`src/rtl/register_file.sv`:
```
// Two-read/one-write register file with hardwired-zero x0 and async active-low reset.
// Define REGFILE_BYPASS_EN to forward same-cycle write data onto matching read ports.
`ifndef DATA_WIDTH
`define DATA_WIDTH 32
`endif

module register_file #(
    parameter int unsigned           ADDR_WIDTH  = 5,
    parameter logic [`DATA_WIDTH-1:0] RESET_VALUE = '0
) (
    input  logic                   clk,
    input  logic                   rst_n,
    input  logic [ADDR_WIDTH-1:0]  rs1_addr,
    input  logic [ADDR_WIDTH-1:0]  rs2_addr,
    input  logic [ADDR_WIDTH-1:0]  rd_addr,
    input  logic [`DATA_WIDTH-1:0] rd_data,
    input  logic                   reg_write,
    output logic [`DATA_WIDTH-1:0] rs1_data,
    output logic [`DATA_WIDTH-1:0] rs2_data
);

    localparam int unsigned NUM_REGS = 2 ** ADDR_WIDTH;

    // x0 has no storage; entries start at index 1
    logic [`DATA_WIDTH-1:0] regs [1:NUM_REGS-1];

    logic write_en;
    assign write_en = reg_write && (rd_addr != '0);

    always_ff @(posedge clk or negedge rst_n) begin
        if (!rst_n) begin
            regs <= '{default: RESET_VALUE};
        end else if (write_en) begin
            regs[rd_addr] <= rd_data;
        end
    end

    always_comb begin
        rs1_data = '0;
        if (rs1_addr != '0) begin
            rs1_data = regs[rs1_addr];
        end
`ifdef REGFILE_BYPASS_EN
        if (rst_n && write_en && (rd_addr == rs1_addr)) begin
            rs1_data = rd_data;
        end
`endif
    end

    always_comb begin
        rs2_data = '0;
        if (rs2_addr != '0) begin
            rs2_data = regs[rs2_addr];
        end
`ifdef REGFILE_BYPASS_EN
        if (rst_n && write_en && (rd_addr == rs2_addr)) begin
            rs2_data = rd_data;
        end
`endif
    end

endmodule

```
`config.mk`:
```
export PLATFORM = sky130hd
export DESIGN_NAME = register_file
export DESIGN_NICKNAME = d
export VERILOG_FILES = /design/src/rtl/register_file.sv
export SDC_FILE = /design/constraint.sdc
export NUM_CORES = 2
export LEC_CHECK = 0
export ABC_AREA = 0
export CORE_ASPECT_RATIO = 1.1
export CORE_UTILIZATION = 43
export CTS_BUF_LIST = sky130_fd_sc_hd__clkbuf_2 sky130_fd_sc_hd__clkbuf_4 sky130_fd_sc_hd__clkbuf_8
export CTS_CLUSTER_DIAMETER = 80
export DETAILED_ROUTE_END_ITERATION = 8
export PLACE_DENSITY = 0.61
export SLEW_MARGIN = 20
export SYNTH_ARGS = -nofsm -noshare
export SYNTH_HDL_FRONTEND = slang
export SYNTH_SLANG_ARGS = --single-unit
```
`constraint.sdc`:
```
create_clock -name clk -period 2.55 [get_ports clk]
set_input_delay 0.6375 -clock clk [delete_from_list [all_inputs] [get_ports clk]]
set_output_delay 0.6375 -clock clk [all_outputs]
set_load 0.05 [all_outputs]
```
==> results.json <==
{
  "synth_nets": 4116,
  "path_clk_slew_ps": 60,
  "grt_max_degree": 118,
  "slew_headroom_pct": 43.2,
  "skew_ps": 0,
  "mostFrequentLayoutCells": "dfrtp_1 (992), mux2_2 (967), mux2i_1 (575)",
  "via_per_inst": 6.18,
  "die_h_um": 372,
  "gr-usage-all-layers_pct": 29.5,
  "h-tree-depth": 4,
  "tns_ps": -33410,
  "cts.sinks": 992,
  "critPathMaxStageDelay_ps": 460,
  "regMostFlops": "regs",
  "drive_gt1_share_pct": 51.7,
  "post-place-ws_ps": -1150,
  "ys_seq_area_share_pct": 46.5,
  "hold_viol_final": 0,
  "rows": 135,
  "cpMostUsedCell": "buf_12",
  "final_common_cell": "dfrtp_1",
  "synth_edf_count": 0,
  "worstSetupPathType": "flop to output port",
  "netlist_top_cells_area": "dfrtp_1 (46%), mux2_2 (22%), mux2i_1 (11%)",
  "clockRootBuffer": "clkbuf_8",
  "drcViolationCount": 0,
  "wl_met1_mm": 77.4,
  "ant_nets": 0,
  "setup_viol": 64,
  "crit_slowest_cell": "a211oi_4",
  "final_area_um2": 67800,
  "violations": "negative setup slack",
  "ys.flop_type": "dfrtp_1",
  "avgSynthCellArea_um2": 13.1,
  "max_freq_mhz": 307,
  "report.final.slew_viol_count": 0,
  "grt_overflow": 0,
  "cp.arrival_ps": 2620,
  "critPathRequiredTime_ps": 1910,
  "core_um2": 123000,
  "antenna_found_initial": 4,
  "reg_top3": "regs: 992 flops",
  "worstPathMaxFanout": 3,
  "ys_types": 41,
  "cts_tree": "built",
  "grt_pass1_vias": 40133,
  "power_w": 0.0488,
  "post-route-period-util_pct": 128,
  "place_area_um2": 62800,
  "ys_ff_latch": 992,
  "syn_area_um2": 53400,
  "p_per_area_nw_per_um2": 719,
  "rsz0062_at_grt": "true",
  "wl_per_cell_um": 29.5,
  "power.leakage_nw": 30.5,
  "routed.top_layer": "met5",
  "dieArea_um2": 126000,
  "drtIter0Drc": 2770,
  "io_buffers": 113,
  "synthArstFlopShare_pct": 100,
  "fin_nets": 4525,
  "grt_pass1_wl_mm": 272,
  "startpoint_type": "flop",
  "fp.dieW_um": 338,
  "syn2layout_area_growth_pct": 27.0,
  "hpwl_mm": 123,
  "cts_buffer_depth": 3,
  "peakVddDrop_v": 0.000509,
  "min_period_ps": 3260,
  "r2r_slack_ps": 1540,
  "largest_reg_flops": 992,
  "synth_cells": 4066,
  "yosys.area.top_type": "dfrtp_1",
  "clk_latency_ps": 890,
  "io_pins": 114,
  "gp_congestion": 0.881,
  "dr.pass1.iters": 5,
  "end_kind": "output port",
  "setup_ws_ps": -706,
  "hold_class": "primary input to async pin",
  "met2_length_mm": 87.8,
  "vias": 38529,
  "critPathTopFamily": "compound AO/OA/AOI/OAI gates",
  "wl_met3_mm": 10.9,
  "wl_mm": 184,
  "tightest_slew_ps": 850,
  "status": "finished, violations left",
  "path_buf_inv": 2,
  "path_cells": "mux2_4 > o22ai_2 > or3_4 > a211oi_4 > buf_12 > buf_12",
  "drv_cap": 0,
  "start_util_pct": 43.4,
  "yosysTopAreaCellShare_pct": 46.5,
  "ys_warn_count": 0,
  "numCtsBuffers": 176
}
-- kinds of logic (layout without fill, tap and decap cells) --
family	count (synthesis)	in the layout	share of synthesized area [%]
buffers and inverters	435	958	3.92
other	0	4	0
and+or+nand+nor	304	305	3.15
AOI/OAI and AO/OA	510	510	6.58
DFF	992	992	46.5
muxes	1825	1825	39.8
-- worst register-to-register path: cells and delay by family, from the launching register on --
kind | cells | cell delay, ps
buf+inv | 2 | 260
flops | 1 | 390
mux | 1 | 250
-- metal layers --
metal  vias up  track usage, %
met5         -               0
met3       435            5.14
met2      1415            47.6
met4         2            12.6
met1     20361            39.0
li1      16316               -
-- cells in the mapped netlist, drive strengths merged (2+ instances only) --
cell type and instances:
nand3b 2, nand2 20, nor2 15, a211oi 63, nor3 131, clkbuf 188, o22ai 287, and2b 2
a21oi 32, mux4 128, a221oi 31, nor2b 41, nor4 32, mux2i 577, a22oi 64, buf 247
mux2 1120, nand2b 10, and3 3, a221o 32, or3 32, dfrtp 992, nand3 5, or2 4
and2 2
-- cell type report --
type,instances,area (µm²)
tap,1644,2060
sequential,992,24800
antenna,4,10.0
fill,10076,55300
clock inverter,28,209
multi-input combinational,2640,28900
timing repair buffer,665,8460
clock buffer,265,3330
-- worst paths after layout --
check                                         to  cells past startpoint                   from
max reg2reg                regs[866]$_DFFE_PN0P_                      3  regs[866]$_DFFE_PN0P_
max in group asynchronous   regs[22]$_DFFE_PN0P_                      3                  rst_n
min reg2reg                regs[545]$_DFFE_PN0P_                      1  regs[545]$_DFFE_PN0P_
min                        regs[510]$_DFFE_PN0P_                      2                  rst_n
min in group clk           regs[545]$_DFFE_PN0P_                      1  regs[545]$_DFFE_PN0P_
max                                  rs1_data[6]                      6  regs[806]$_DFFE_PN0P_
-- through the flow --
step                hold slack, ps  std cells  utilization (%)
floorplan                      342       4066                -
global placement               486       5899             51.0
detailed placement             498       5899             51.0
CTS                            135       6222             54.8
global route                   184       6236             55.1
finish                         208       6238             55.1
-- repair_timing --
item	CTS	global route
setup buffers	37	11
hold endpoints to repair	134	0
resized for setup	182	54
pin swaps	116	26
hold buffers	1	0
cloned	1	2
endpoints found under the setup margin	64	64
-- power by group --
part	internal [W]	switching, W	leakage (nW)
logic	0.00688	0.00544	15.9
registers	0.0189	0.00235	12.7
clock network	0.00838	0.00687	1.88
Note: power is estimated with default switching activity, not from simulation.
